**src/rtl/pipe_ctrl_pkg.sv**
```systemverilog
// Shared types for the pipeline hold/flush sequencer and stage registers.
// Holds FSM encoding, default timeout and the enable/clear bundle.
package pipe_ctrl_pkg;

    typedef enum logic [1:0] {
        IDLE = 2'd0,
        WAIT = 2'd1,
        ERR  = 2'd2
    } state_t;

    localparam int TIMEOUT_DEF = 16;
    localparam int WCNT_W      = 16;

    // Per-stage enable/clear bundle consumed by the stage registers.
    typedef struct packed {
        logic en_fd;
        logic en_de;
        logic en_em;
        logic en_mw;
        logic clr_fd;
        logic clr_de;
        logic clr_mw;
    } hold_ctl_t;

    localparam hold_ctl_t CTL_RUN = '{
        en_fd: 1'b1, en_de: 1'b1,
        en_em: 1'b1, en_mw: 1'b1,
        clr_fd: 1'b0, clr_de: 1'b0,
        clr_mw: 1'b0
    };

    localparam hold_ctl_t CTL_STALL = '{
        en_fd: 1'b0, en_de: 1'b0,
        en_em: 1'b0, en_mw: 1'b0,
        clr_fd: 1'b0, clr_de: 1'b0,
        clr_mw: 1'b1
    };

    localparam hold_ctl_t CTL_ERR = '{
        en_fd: 1'b1, en_de: 1'b1,
        en_em: 1'b1, en_mw: 1'b1,
        clr_fd: 1'b0, clr_de: 1'b0,
        clr_mw: 1'b1
    };

    localparam hold_ctl_t CTL_LU = '{
        en_fd: 1'b0, en_de: 1'b0,
        en_em: 1'b1, en_mw: 1'b1,
        clr_fd: 1'b0, clr_de: 1'b1,
        clr_mw: 1'b0
    };

    localparam hold_ctl_t CTL_RD = '{
        en_fd: 1'b1, en_de: 1'b1,
        en_em: 1'b1, en_mw: 1'b1,
        clr_fd: 1'b1, clr_de: 1'b0,
        clr_mw: 1'b0
    };

    localparam hold_ctl_t CTL_RST = '{
        en_fd: 1'b1, en_de: 1'b1,
        en_em: 1'b1, en_mw: 1'b1,
        clr_fd: 1'b1, clr_de: 1'b1,
        clr_mw: 1'b1
    };

endpackage

```
**src/rtl/sat_counter.sv**
```systemverilog
// Saturating up-counter with synchronous clear (perf counters).
// Ports: clk, rst (async high), clr, inc -> cnt[W-1:0], sticks at all-ones.
module sat_counter #(
    parameter int W = 16
) (
    input  logic         clk,
    input  logic         rst,
    input  logic         clr,
    input  logic         inc,
    output logic [W-1:0] cnt
);

    always_ff @(posedge clk or posedge rst) begin
        if (rst) begin
            cnt <= '0;
        end else if (clr) begin
            cnt <= '0;
        end else if (inc && (cnt != '1)) begin
            cnt <= cnt + W'(1);
        end
    end

endmodule

```
**src/rtl/pipe_hold_ctrl.sv**
```systemverilog
// Hold/flush sequencer: memory wait FSM plus load-use/redirect priority.
// In: mem_access_M, mem_ready, load_use_D, redirect_D. Out: mem_req,
// EN_*/CLR_* stage controls, mem_err pulse, stall_cnt perf counter.
module pipe_hold_ctrl
    import pipe_ctrl_pkg::*;
#(
    parameter int TIMEOUT = TIMEOUT_DEF,
    parameter int CNT_W   = 16
) (
    input  logic             clk,
    input  logic             rst,
    input  logic             mem_access_M,
    input  logic             mem_ready,
    input  logic             load_use_D,
    input  logic             redirect_D,
    output logic             mem_req,
    output logic             EN_FD,
    output logic             EN_DE,
    output logic             EN_EM,
    output logic             EN_MW,
    output logic             CLR_FD,
    output logic             CLR_DE,
    output logic             CLR_MW,
    output logic             mem_err,
    output logic [CNT_W-1:0] stall_cnt
);

    localparam logic [WCNT_W-1:0] WLAST = WCNT_W'(TIMEOUT - 1);

    state_t            state;
    state_t            state_nxt;
    logic [WCNT_W-1:0] wcnt;
    logic [WCNT_W-1:0] wcnt_nxt;
    hold_ctl_t         ctl;

    logic stall_m;
    logic in_err;
    logic sel_stl;
    logic sel_err;
    logic sel_lu;
    logic sel_rd;

    // Memory stall is seen in the miss cycle itself since mem_ready
    // is sampled combinationally.
    assign stall_m = ((state == IDLE) && mem_access_M && !mem_ready)
                   || ((state == WAIT) && !mem_ready);
    assign in_err  = (state == ERR);

    // Mutually exclusive selects so the decoder below stays unique.
    assign sel_stl = stall_m;
    assign sel_err = in_err && !stall_m;
    assign sel_lu  = load_use_D && !stall_m && !in_err;
    assign sel_rd  = redirect_D && !load_use_D
                   && !stall_m && !in_err;

    always_ff @(posedge clk or posedge rst) begin
        if (rst) begin
            state <= IDLE;
            wcnt  <= '0;
        end else begin
            state <= state_nxt;
            wcnt  <= wcnt_nxt;
        end
    end

    always_comb begin
        state_nxt = state;
        wcnt_nxt  = wcnt;
        mem_req   = 1'b0;
        mem_err   = 1'b0;
        ctl       = CTL_RUN;

        unique case (state)
            IDLE: begin
                mem_req = mem_access_M;
                if (mem_access_M && !mem_ready) begin
                    state_nxt = WAIT;
                    wcnt_nxt  = WCNT_W'(1);
                end
            end
            WAIT: begin
                mem_req = 1'b1;
                if (mem_ready) begin
                    state_nxt = IDLE;
                    wcnt_nxt  = '0;
                end else if (wcnt == WLAST) begin
                    state_nxt = ERR;
                    wcnt_nxt  = '0;
                end else begin
                    wcnt_nxt = wcnt + WCNT_W'(1);
                end
            end
            ERR: begin
                mem_err   = 1'b1;
                state_nxt = IDLE;
                wcnt_nxt  = '0;
            end
            default: begin
                state_nxt = IDLE;
                wcnt_nxt  = '0;
            end
        endcase

        unique case (1'b1)
            sel_stl: ctl = CTL_STALL;
            sel_err: ctl = CTL_ERR;
            sel_lu:  ctl = CTL_LU;
            sel_rd:  ctl = CTL_RD;
            default: ctl = CTL_RUN;
        endcase

        // Reset forces every stage register to flush.
        if (rst) begin
            mem_req = 1'b0;
            mem_err = 1'b0;
            ctl     = CTL_RST;
        end
    end

    assign EN_FD  = ctl.en_fd;
    assign EN_DE  = ctl.en_de;
    assign EN_EM  = ctl.en_em;
    assign EN_MW  = ctl.en_mw;
    assign CLR_FD = ctl.clr_fd;
    assign CLR_DE = ctl.clr_de;
    assign CLR_MW = ctl.clr_mw;

    sat_counter #(
        .W(CNT_W)
    ) u_stall_cnt (
        .clk(clk),
        .rst(rst),
        .clr(1'b0),
        .inc(stall_m),
        .cnt(stall_cnt)
    );

endmodule
```
**config.mk**
```make
export PLATFORM = sky130hd
export DESIGN_NAME = pipe_hold_ctrl
export DESIGN_NICKNAME = d
export VERILOG_FILES = /design/src/rtl/pipe_ctrl_pkg.sv /design/src/rtl/sat_counter.sv /design/src/rtl/pipe_hold_ctrl.sv
export SDC_FILE = /design/constraint.sdc
export NUM_CORES = 1
export LEC_CHECK = 0
export BUFFER_PORTS_ARGS = -buffer_cell sky130_fd_sc_hd__buf_2
export CORE_ASPECT_RATIO = 1.25
export CORE_MARGIN = 10
export CORE_UTILIZATION = 45
export DETAILED_ROUTE_END_ITERATION = 6
export GPL_ROUTABILITY_DRIVEN = 0
export GPL_TIMING_DRIVEN = 0
export PLACE_DENSITY = 0.66
export SLEW_MARGIN = 0
export SYNTH_ARGS = -nofsm -noshare
export SYNTH_HDL_FRONTEND = slang
export SYNTH_SLANG_ARGS = --single-unit
```
**constraint.sdc**
```tcl
create_clock -name clk -period 2.5 [get_ports clk]
set_input_delay 0.25 -clock clk [delete_from_list [all_inputs] [get_ports clk]]
set_output_delay 0.25 -clock clk [all_outputs]
set_load 0.01 [all_outputs]
```
==> metrics.yaml <==
floorplanning:
  initial_core_util_pct: 46.15
  die_area_mm2: 0.007126
  ioPinCount: 31
  die_y_um: 91.92
  die_w_um: 77.53
  std_cell_rows: 26
  coreArea_mm2: 0.004034
setup_path:
  crit_chain: "buf_2 -> nand2b_1 -> and2_1 -> o21ai_0 -> buf_4 -> buf_2"
  cp_max_fo: 10
  critical-path-top-delay-family: "buffers and inverters"
  cp.required_ns: 2.25
  cpMostUsedCell: "buf_2"
  crit_type: "reg2out"
  critPathSlowestCell: "dfrtp_1"
  critPathLaunchType: "flip-flop"
  end_kind: "output port"
  critPathArrivalTime_ns: 1.72
  cp.buffers_inverters: 3
  max_stage_delay_ns: 0.42
synthesis:
  syn_area_mm2: 0.001862
  synth_fa_ha_area_share_pct: 1.344
  seq_area_frac_synth_pct: 45.70
  synth-seq-cells: 34
  dominantRegCellSynth: "dfrtp_1"
  yosysUniqueCellTypes: 43
  synth_top_family_by_area: "simple AND/OR/NAND/NOR gates"
  synth-xor-area-share_pct: 11.29
  synth_nets: 193
  synthMuxAreaShare_pct: 0.8065
  synth_edf_count: 0
  avgSynthCellArea_um2: 10.06
  synth-compound-area-share_pct: 9.005
  synthCells: 185
  async_flop_share_pct: 100.0
  yosys.area_share.simple_pct: 28.56
  ys.warnings.count: 0
sta:
  period_minus_slack_ns: 1.974
  post-route-period-util_pct: 78.95
  finalSetupViolCount: 0
  rsz0062_at_grt: "false"
  fin_skew_ns: 0.01163
  final_hold_viol_count: 0
  relSlewSlack_pct: 57.31
  tns_ns: 0
  tightest_slew_ns: 0.6396
  worst_hold_slack_ns: 0.05960
  final_max_slew_viol_count: 0
  setup_ws_ns: 0.5263
  max_freq_mhz: 506.7
pwr:
  p_sw_mw: 0.4401
  leakage_nw: 1.027
  p_sw_share_pct: 32.46
  ir_drop_uv: 462.7
  total_power_mw: 1.356
  internal_power_mw: 0.9157
  combPwrFrac_pct: 19.3
  p_seq_share_pct: 50.8
  clockPowerShare_pct: 29.9
  power_per_cell_area_mw_per_mm2: 617.5
drt:
  firstDrtPassIters: 4
  dr_total_vias: 1457
  ant_nets: 0
  drtIter0Drc: 82
  drc: 0
  post_drt_wl_per_cell_um: 13.86
  wirelength_um: 3882
  via_per_inst: 5.204
global_route:
  grt_usage_pct: 11.57
  grt_overflow: 0
  first_global_vias: 1533
  antenna_found_initial: 0
  grt_max_degree: 23
  grt_pass1_wl_um: 6817
clock_network:
  cts_setup_buffers: 0
  clock_sinks: 34
  hold_buffers: 0
  clkLatencyLatePin_ns: 0.29
  numCtsBuffers: 5
  cts_tree: "yes"
  ctsLongestPathBuffers: 2
  cts_resized: 0
  h-tree-depth: 2
  cts_root_buf: "clkbuf_8"
  clk_pin_slew_ns: 0.07
min_path:
  hp-class: "in2async"
layout:
  post-route-util_pct: 54.44
  nets: 231
  stdcell_area_mm2: 0.002196
  area_delta_synth_final_pct: 17.94
  fin_cells: 280
  antenna_cells: 0
  drive_gt1_share_pct: 25.89
placed_design:
  placed_cells: 272
  numPortBuffers: 30
  dp_hpwl_um: 2907
  place_area_mm2: 0.002110
  preCtsSetupSlack_ns: 0.7328
status:
  status: "complete, no violations"
job:
  max_cap_viol_count: 0
power by group through the flow:
stage	combinational, mW	sequential, mW	clock [mW]
floorplan	0.146	0.707	0
global placement	0.259	0.697	0
detailed placement	0.269	0.697	0
CTS	0.269	0.688	0.415
global route	0.295	0.697	0.447
finish	0.262	0.689	0.405
path summary, 6_finish.rpt:
kind | from | end | slack (ns) | cells after the start
worst max-delay path | state[0] | EN_FD | 0.53 | 6
worst min-delay path | rst | u_stall_cnt.cnt[3] | 0.06 | 2
worst max register to register | wcnt[0] | wcnt[13] | 0.72 | 7
worst min register to register | u_stall_cnt.cnt[7] | u_stall_cnt.cnt[7] | 0.51 | 1
max in group asynchronous | rst | u_stall_cnt.cnt[10] | 1.91 | 3
min in group clk | mem_access_M | state[0] | 0.24 | 3
Yosys cell counts (2+ instances only):
cell	count	area share [%]
and2_1	3	1.0
and3_1	3	1.0
and4_1	2	0.94
buf_4	2	0.81
buf_6	2	1.2
dfrtp_1	34	46
ha_1	2	1.3
inv_1	5	1.0
nand2_1	21	4.2
nand2b_1	3	1.0
nand3_1	14	3.8
nand4_1	5	1.7
nand4_2	2	1.3
nor2_1	20	4.0
nor3_1	9	2.4
nor3_4	2	1.7
nor3b_1	2	0.81
nor4_1	2	0.67
o21ai_0	6	1.6
xnor2_1	14	6.6
xor2_1	10	4.7
kinds of logic after synthesis:
group / Yosys count
xor gates and xnor gates: 24
adders and majority gates: 2
buffers and inverters: 10
muxes: 1
and+or+nand+nor: 95
AOI/OAI and AO/OA: 19
DFF: 34
registers in the layout, indices dropped and copies added, names as in the netlist:
name and flops:
u_stall_cnt.cnt 16, wcnt 16, state 2
routing by layer:
| layer | GRT usage [%] | vias to the layer above | part of all wire, % |
|---|---|---|---|
| met2 | 19.06 | 32 | 49 |
| met3 | 4.590 | 8 | 5.9 |
| met5 | 0 | - | 0 |
| met4 | 5.183 | 0 | 2.1 |
| met1 | 12.87 | 687 | 43 |
| li1 | - | 730 | - |
final cells by class:
class                   instances  area [um2]
well taps                      56       70.07
multi-input cells             141       949.7
fillers                       404        1838
clock buffers                   6       72.57
clock inverters                 2       13.76
plain buffers                   5       42.54
flip-flops and latches         34       850.8
repair buffers                 31       177.7
inverters                       5       18.77
cell usage in the layout (no fill, tap or decap), drive strengths merged, types with 3 or more instances in the layout:
master	count
nand2b	3
inv	5
nand2	21
nand4	7
nor3	12
buf	36
dfrtp	34
and3	4
nor2	21
nand3	15
nor4	3
o21ai	7
and2	3
xor2	10
clkbuf	6
xnor2	14
(Power assumes the default switching activity.)
